===== config.mk =====
export PLATFORM = sky130hd
export DESIGN_NAME = jtag_access_sequencer
export DESIGN_NICKNAME = d
export VERILOG_FILES = /design/src/rtl/jtag_access_sequencer.sv
export SDC_FILE = /design/constraint.sdc
export NUM_CORES = 1
export LEC_CHECK = 0
export CORE_MARGIN = 2
export CORE_UTILIZATION = 30
export CTS_CLUSTER_SIZE = 40
export DETAILED_ROUTE_END_ITERATION = 12
export PLACE_DENSITY = 0.62
export SETUP_SLACK_MARGIN = 0.05
export SYNTH_ARGS = -nofsm -noshare
export SYNTH_HDL_FRONTEND = slang
export SYNTH_SLANG_ARGS = --single-unit

===== constraint.sdc =====
create_clock -name iMAIN_CLK -period 2.15 [get_ports iMAIN_CLK]
set_input_delay 0.43 -clock iMAIN_CLK [delete_from_list [all_inputs] [get_ports iMAIN_CLK]]
set_output_delay 0.43 -clock iMAIN_CLK [all_outputs]
set_load 0.02 [all_outputs]

===== src/rtl/jtag_access_sequencer.sv =====
// rtl/jtag_access_sequencer.sv - virtual-JTAG DR sequencer bridging to the debug register bank bus
//
// Purpose: decodes the instruction register into read/write addresses, runs
// Capture-DR / Shift-DR / Update-DR on the main clock and converts them into
// single-outstanding read/write handshakes on the register-bank bus.
//
// Ports:
//   iMAIN_CLK, iRESET            clock, synchronous active-high reset
//   iIR                          {wr_en, wr_addr, rd_addr}
//   iTCK, iTDI, iSTATE_*         synchronized JTAG signals
//   oTDO                         serial data out (updated on TCK fall)
//   oRD_REQ/oRD_ADDR/iRD_DATA/iRD_VALID   read handshake
//   oWR_REQ/oWR_ADDR/oWR_DATA/iWR_ACK     write handshake
//   oBUSY                        a bus request is outstanding
//   oOVERRUN                     sticky: a JTAG event was dropped
module jtag_access_sequencer #(
  parameter int          NUMBER_OF_REGISTERS = 16,
  parameter int          REGISTER_SIZE       = 32,
  parameter logic [31:0] ID_CODE             = 32'h0000_0000,
  localparam int         ADDRESS_WIDTH       = $clog2(NUMBER_OF_REGISTERS + 1)
) (
  input  logic                       iMAIN_CLK,
  input  logic                       iRESET,
  input  logic [2*ADDRESS_WIDTH:0]   iIR,
  input  logic                       iTCK,
  input  logic                       iTDI,
  input  logic                       iSTATE_CDR,
  input  logic                       iSTATE_SDR,
  input  logic                       iSTATE_UDR,
  output logic                       oTDO,
  output logic                       oRD_REQ,
  output logic [ADDRESS_WIDTH-1:0]   oRD_ADDR,
  input  logic [REGISTER_SIZE-1:0]   iRD_DATA,
  input  logic                       iRD_VALID,
  output logic                       oWR_REQ,
  output logic [ADDRESS_WIDTH-1:0]   oWR_ADDR,
  output logic [REGISTER_SIZE-1:0]   oWR_DATA,
  input  logic                       iWR_ACK,
  output logic                       oBUSY,
  output logic                       oOVERRUN
);

  localparam int AW = ADDRESS_WIDTH;
  localparam int CW = $clog2(REGISTER_SIZE + 1);
  localparam logic [AW-1:0]            N_ADDR   = AW'(NUMBER_OF_REGISTERS);
  localparam logic [CW-1:0]            CNT_FULL = CW'(REGISTER_SIZE);
  localparam logic [REGISTER_SIZE-1:0] ID_VAL   = REGISTER_SIZE'(ID_CODE);

  typedef enum logic [1:0] {IDLE, READ_WAIT, WRITE_WAIT} state_t;

  state_t                   state_q, state_d;
  logic                     tck_q, udr_q;
  logic [REGISTER_SIZE-1:0] sr_q, sr_d;
  logic [CW-1:0]            cnt_q, cnt_d;
  logic                     tdo_q, tdo_d;
  logic                     rd_req_q, rd_req_d;
  logic [AW-1:0]            rd_addr_q, rd_addr_d;
  logic                     wr_req_q, wr_req_d;
  logic [AW-1:0]            wr_addr_q, wr_addr_d;
  logic [REGISTER_SIZE-1:0] wr_data_q, wr_data_d;
  logic                     ovr_q, ovr_d;

  // IR decode
  logic          wr_en;
  logic [AW-1:0] ir_wr_addr, ir_rd_addr;
  assign wr_en      = iIR[2*AW];
  assign ir_wr_addr = iIR[2*AW-1:AW];
  assign ir_rd_addr = iIR[AW-1:0];

  // JTAG address 0 is the ID register; 1..N map to bus addresses 0..N-1.
  logic rd_mapped, wr_mapped, write_ok;
  assign rd_mapped = (ir_rd_addr != '0) && (ir_rd_addr <= N_ADDR);
  assign wr_mapped = (ir_wr_addr != '0) && (ir_wr_addr <= N_ADDR);
  assign write_ok  = wr_en && wr_mapped && (cnt_q == CNT_FULL);

  logic tck_rise, tck_fall, udr_rise;
  logic capture_ev, shift_ev, update_ev, any_ev;
  assign tck_rise   = iTCK & ~tck_q;
  assign tck_fall   = ~iTCK & tck_q;
  assign udr_rise   = iSTATE_UDR & ~udr_q;
  assign capture_ev = tck_rise & iSTATE_CDR;
  assign shift_ev   = tck_rise & iSTATE_SDR;
  assign update_ev  = udr_rise;
  assign any_ev     = capture_ev | shift_ev | update_ev;

  // State and datapath registers
  always_ff @(posedge iMAIN_CLK) begin
    if (iRESET) begin
      state_q   <= IDLE;
      tck_q     <= 1'b0;
      udr_q     <= 1'b0;
      sr_q      <= '0;
      cnt_q     <= '0;
      tdo_q     <= 1'b0;
      rd_req_q  <= 1'b0;
      rd_addr_q <= '0;
      wr_req_q  <= 1'b0;
      wr_addr_q <= '0;
      wr_data_q <= '0;
      ovr_q     <= 1'b0;
    end else begin
      state_q   <= state_d;
      tck_q     <= iTCK;
      udr_q     <= iSTATE_UDR;
      sr_q      <= sr_d;
      cnt_q     <= cnt_d;
      tdo_q     <= tdo_d;
      rd_req_q  <= rd_req_d;
      rd_addr_q <= rd_addr_d;
      wr_req_q  <= wr_req_d;
      wr_addr_q <= wr_addr_d;
      wr_data_q <= wr_data_d;
      ovr_q     <= ovr_d;
    end
  end

  // Next state. Capture and shift take priority over a coincident update so
  // that a read and a write can never be launched in the same cycle.
  always_comb begin
    state_d = state_q;
    case (state_q)
      IDLE: begin
        if (capture_ev) begin
          if (rd_mapped) state_d = READ_WAIT;
        end else if (!shift_ev && update_ev && write_ok) begin
          state_d = WRITE_WAIT;
        end
      end
      READ_WAIT:  if (iRD_VALID) state_d = IDLE;
      WRITE_WAIT: if (iWR_ACK)   state_d = IDLE;
      default:    state_d = IDLE;
    endcase
  end

  // Register updates
  always_comb begin
    sr_d      = sr_q;
    cnt_d     = cnt_q;
    tdo_d     = tdo_q;
    rd_req_d  = rd_req_q;
    rd_addr_d = rd_addr_q;
    wr_req_d  = wr_req_q;
    wr_addr_d = wr_addr_q;
    wr_data_d = wr_data_q;
    ovr_d     = ovr_q;

    if (tck_fall) tdo_d = sr_q[0];

    case (state_q)
      IDLE: begin
        if (capture_ev) begin
          cnt_d = '0;
          if (ir_rd_addr == '0) begin
            sr_d = ID_VAL;
          end else if (rd_mapped) begin
            rd_addr_d = ir_rd_addr - AW'(1);
            rd_req_d  = 1'b1;
          end else begin
            sr_d = '0;
          end
        end else if (shift_ev) begin
          sr_d = {iTDI, sr_q[REGISTER_SIZE-1:1]};
          if (cnt_q != CNT_FULL) cnt_d = cnt_q + CW'(1);
        end else if (update_ev && write_ok) begin
          wr_addr_d = ir_wr_addr - AW'(1);
          wr_data_d = sr_q;
          wr_req_d  = 1'b1;
        end
      end
      READ_WAIT: begin
        // Events are dropped even in the completing cycle.
        if (any_ev) ovr_d = 1'b1;
        if (iRD_VALID) begin
          sr_d     = iRD_DATA;
          rd_req_d = 1'b0;
        end
      end
      WRITE_WAIT: begin
        if (any_ev) ovr_d = 1'b1;
        if (iWR_ACK) wr_req_d = 1'b0;
      end
      default: ;
    endcase
  end

  assign oTDO     = tdo_q;
  assign oRD_REQ  = rd_req_q;
  assign oRD_ADDR = rd_addr_q;
  assign oWR_REQ  = wr_req_q;
  assign oWR_ADDR = wr_addr_q;
  assign oWR_DATA = wr_data_q;
  assign oBUSY    = (state_q == READ_WAIT) || (state_q == WRITE_WAIT);
  assign oOVERRUN = ovr_q;

endmodule

## Yosys cells after proc, flatten, opt, wreduce, memory -nomap -nowiden

Index checks and enable logic that the tools add are counted.

- Input port bits: 52
- Bits in read-only memories: 0
- Memories kept: 0
- Latch bits: 0
- Memory bits (writable): 0
- Register bits: 88
- Output and inout bits: 47
- Word-level logic and storage cells: 97

- Div/mod/pow operators: 0
- $lt $le $gt $ge: 2
- Bitwise gates (word level): 13
- Reduce and logical (&&, ||, !) cells: 26
- Muxes and demuxes: 25
- Equality and inequality tests: 16
- Add/subtract/negate cells: 3
- $mul: 0
- Shift operators: 0

Operator list:

| kind | count |
|---|---|
| 32-bit 2-to-1 mux | 5 |
| 32-bit one-hot mux with 2 select lines | 1 |
| 6-bit 2-to-1 mux | 3 |
| 2-bit inequality test (second input constant) | 8 |
| 4-bit AND reduction | 4 |
| 5-bit <= comparator (second input constant) | 2 |
| 2-bit 2-to-1 mux | 5 |
| 5-bit AND reduction | 2 |
| 5-bit nonzero test | 2 |
| 5-bit by 1-bit subtractor with 5-bit output (second input constant) | 2 |
| 3-bit inequality test (second input constant) | 3 |
| 1-bit 2-to-1 mux | 8 |
| 2-bit nonzero test | 4 |
| 1-bit logical AND | 7 |
| 6-bit by 1-bit adder with 6-bit output (second input constant) | 1 |
| 6-bit == test (second input constant) | 1 |
| 6-bit inequality test (second input constant) | 1 |
| 1-bit NOT | 6 |
| 2-bit one-hot mux with 3 select lines | 1 |
| 1-bit AND | 5 |
| 5-bit logical NOT | 1 |
| 4-bit inequality test (second input constant) | 1 |
| 1-bit one-hot mux with 2 select lines | 2 |
| 3-bit AND reduction | 1 |
| 8 further kinds | 9 |

## Longest topological paths before layout

Gate-level depths: netlist of run 1.

- Depth after elaboration: 9
- Gate-level depth with buffers: 9
- Gate-level depth less buffers: 8

## Worst setup path after synthesis of run 1

OpenSTA, ideal clock, no wires.

- Path kind: input to register
- Start: input port iIR[0]
- End: register sr_q[1]
- Buffers on the path: 1
- Arrival: 2.133 ns
- Stages: 9
- Path slack: -0.104 ns
- Library setup time: 0.121 ns
- Required time: 2.029 ns
- Path through: inv_1 -> ha_1 -> and2_1 -> ha_1 -> nor2b_1 -> a211oi_1 -> o21ai_1 -> buf_4 -> mux2_2

- Cells in the longest elaborated chain, start to end: 4
- Elaborated cells between the ends (all ways): 9
- Those cells by class: order compare (1); eq/ne (1); mux (3); reduce/logical (4)

RTL lines:

| element | line | source |
|---|---|---|
| start, declared | 24 | `input logic [2*ADDRESS_WIDTH:0] iIR,` |
| 5-bit <= comparator (tied with other cells) | 72 | `assign rd_mapped = (ir_rd_addr != '0) && (ir_rd_addr <= N_ADDR);` |
| 1-bit logical AND or 32-bit 2-to-1 mux (tied branches) | 72, 153 |  |
| 4-bit inequality test (no source line) or 32-bit 2-to-1 mux (tied branches) | n/a |  |
| 4-bit AND reduction (no source line) or 32-bit one-hot mux with 2 select lines (tied branches) | n/a |  |
| end signal, assigned | 105 | `sr_q <= sr_d;` |
| end, declared | 53 | `logic [REGISTER_SIZE-1:0] sr_q, sr_d;` |

Parallel ways exist; a longest one is shown, timed or not.
A chain may end at the register's enable or synchronous reset.

## Worst setup path in the final report of run 1

- Start: input port iIR[1]
- End: register sr_q[4]

Same word-level chain as after synthesis.

==> results.toml, run 1 <==
[place]
port_buffers = 98
hpwl_um = 8990
numPlacedInstances = 807
pre_cts_ws_ns = -0.552
gp_congestion = 0.825

[grt]
grt_pass1_wl_um = 21500
grtUsageTotal = 0.163
overflow = 0
first_global_vias = 4392
antenna_found_initial = 0
grt_start_max_net_pins = 73

[critical_path]
r2r_cells = 8
crit_fanout = 8
reg2reg_slack_ns = 0.30
slowest_delay_ns = 0.29
cp.required_ns = 2.37
cp_slowest_cell = "mux2_4"
critPathLaunchType = "input pin"
reg2reg_to = "sr_q[4]"
critPathArrivalTime_ns = 2.25
cp-end-kind = "flip-flop"
rr_startpoint = "state_q[1]"
path_cells = "clkdlybuf4s15_2 -> inv_4 -> ha_4 -> and2_4 -> ha_4 -> nor2b_4 -> a211oi_4 -> o21ai_4 -> buf_12 -> buf_12 -> mux2_4"
critical_path_class = "in2reg"

[layout]
antenna_cells = 0
area_growth_pct = 41.7
instances_no_fill = 826
fillers = 1420
nets = 695
drive_above_1_share = 0.180

[cts]
clockRootBuffer = "clkbuf_16"
cts.reportedPaths.clkPinSlew_ns = 0.07
cts.htree.levels = 3
cts_tree = "done"
cts_inserted_buffers = 9
clock_path_buffers = 2
clk_latency_ns = 0.34
numClockSinks = 88

[routing]
firstDrtPassIters = 4
drc = 0
drt_iter0_drc = 366
ant_nets = 0
wl_per_cell_um = 16.1
vias_per_cell = 5.25
vias = 4335
drt-total-wl_um = 13300

[outcome]
outcome = "finished, final reports clean"

[synth]
yosys_most_used_dff = "dfxtp_1"
synth_xor_area_frac = 0.0150
synth_edf_count = 0
syn_avg_cell_area_um2 = 8.63
synthesis.nets = 591
synth-simple-area-share = 0.238
synthAdderAreaFrac = 0.0246
synth_area_leaders = "dfxtp_1, a21oi_1, mux2_2"
synth.area.mux_share = 0.0856
syn_inst = 530
async_flop_share = 0
synth_top_area_share = 0.385
yosysSeqAreaShare = 0.385
netlist-cell-type-count = 49
yosysWarningCount = 0
netlist.top_cell.by_area = "dfxtp_1"
synth_compound_area_frac = 0.190
yosysMostFrequentCell = "dfxtp_1"
synth_top_family_by_area = "simple AND/OR/NAND/NOR gates"
ys_top_cells_by_count = "dfxtp_1, a21oi_1, nor2b_1"
syn_area_um2 = 4570
yosys_register_bits = 88

[floorplanning]
die-width_um = 127
dieArea_um2 = 16300
rows = 45
initial_core_util = 0.304
core_area_um2 = 15000
io_pins = 99
die_y_um = 127

[power]
power.density_nw_per_um2 = 571
p_sw_mw = 0.937
intPower_mw = 2.76
peakVddDrop_mv = 0.388
seqPwrFrac = 0.450
leakagePower_nw = 2.29
power.share.clock = 0.389
switching_share = 0.253
combPwrFrac = 0.160

[hold_path]
min_path_cells = 2
hold_start = "iRESET"
hold_class = "in2reg"
hold_path_end = "oOVERRUN"

[sta]
finClkSkew_ns = 0.00850
slew_viol_final = 0
worst_pin_slew_ns = 0.371
hold_viol = 0
relSlewSlack = 0.752
fin_crit_sh = 0.943
max_freq_mhz = 493
setup_violations = 0
fin_tns_setup_ns = 0
setup_slack_ns = 0.122
rsz0062_at_grt = "false"
finalCriticalPeriod_ns = 2.03
holdWs_ns = 0.430

[run]
cap_viol_max_count = 0
-- power groups by stage --
| stage | Combinational (mW) | Clock (mW) | Sequential (mW) |
|---|---|---|---|
| 3_5_place_dp | 0.550 | 0 | 1.70 |
| 2_1_floorplan | 0.274 | 0 | 1.71 |
| 4_1_cts | 0.594 | 1.46 | 1.66 |
| 6_report | 0.594 | 1.44 | 1.67 |
| 3_3_place_gp | 0.541 | 0 | 1.70 |
| 5_1_grt | 0.639 | 1.53 | 1.67 |
-- per-layer routing --
| layer | track usage | share of wire |
|---|---|---|
| met5 | 0 | 0 |
| met4 | 0.0659 | 0.015 |
| met3 | 0.0293 | 0.044 |
| met2 | 0.263 | 0.48 |
| met1 | 0.216 | 0.47 |
-- worst max-delay path: cells and delay by family --
kind / cells / cell delay (ns)
buf+inv: 4 / 0.52
mux: 1 / 0.29
fa+ha+maj: 2 / 0.37
compound gates: 2 / 0.35
simple gates: 2 / 0.26
-- repair_timing --
action / in CTS / in global routing
cloned: 2 / 0
resized for setup: 13 / 3
buffers inserted: 1 / 1
hold buffers: 0 / 0
pin swaps: 2 / 1
setup endpoints to repair: 33 / 35
endpoints found under the hold margin: 0 / 0
-- metrics by stage --
stage	power [mW]	utilization	cell area, µm²
floorplan	1.98	-	4670
global placement	2.24	0.406	6110
detailed placement	2.25	0.406	6110
CTS	3.72	0.430	6460
global route	3.83	0.431	6480
finish	3.70	0.431	6480
-- sequential cells by signal (all words and copies together) (netlist names), 2 cells and up --
name	flops
state_q	2
sr_q	32
oRD_ADDR	5
oWR_ADDR	5
oWR_DATA	32
cnt_q	6
-- logic make-up (layout without fill, tap and decap cells) --
| logic type | count (synthesis) | count (layout) |
|---|---|---|
| AO/OA/AOI/OAI | 140 | 140 |
| XOR/XNOR | 7 | 7 |
| adder cells (fa/ha/maj) | 9 | 9 |
| buffers and inverters | 66 | 174 |
| flip-flops | 88 | 88 |
| multiplexers | 35 | 35 |
| AND/OR/NAND/NOR | 185 | 185 |
-- worst max-delay path by stage --
stage | start | to | slack [ns] | cells past startpoint
2_1_floorplan | iIR[0] | sr_q[0] | 0.06 | 9
3_3_place_gp | iIR[1] | sr_q[10] | -0.53 | 10
3_5_place_dp | iIR[1] | sr_q[14] | -0.55 | 10
4_1_cts | iIR[5] | oWR_DATA[15] | 0.06 | 9
5_1_grt | iIR[5] | oWR_DATA[16] | 0.04 | 9
6_report | iIR[1] | sr_q[4] | 0.12 | 11
-- cells in the final DEF (no fill, tap or decap), types with 14 or more instances in the layout --
| master | n |
|---|---|
| mux2_2 | 23 |
| inv_1 | 14 |
| nand4_1 | 35 |
| buf_4 | 33 |
| a21oi_1 | 77 |
| nand2_1 | 36 |
| nand3b_1 | 34 |
| o31ai_1 | 35 |
| clkdlybuf4s50_1 | 92 |
| dfxtp_1 | 88 |
| nor2b_1 | 36 |
-- layout make-up --
cell class	count	area, µm²	area share
clock inverters	3	18.8	0.00290
clock buffers	12	246	0.0380
repair buffers	142	1480	0.228
inverters	17	66.3	0.0102
well taps	188	235	0.0363
flip-flops and latches	88	1760	0.272
multi-input cells	376	2680	0.413
Power figures use the tool's default switching activity.
==> run 2, diff against run 1 <==
--- a/config.mk
+++ b/config.mk
@@ -7,7 +7,7 @@
 export LEC_CHECK = 0
 export CORE_MARGIN = 2
 export CORE_UTILIZATION = 30
-export CTS_CLUSTER_SIZE = 40
+export CTS_CLUSTER_SIZE = 28
 export DETAILED_ROUTE_END_ITERATION = 12
 export PLACE_DENSITY = 0.62
 export SETUP_SLACK_MARGIN = 0.05
==> results of run 2 <==
Same layout as run 1: the final DEF is identical, and so are final timing and power.
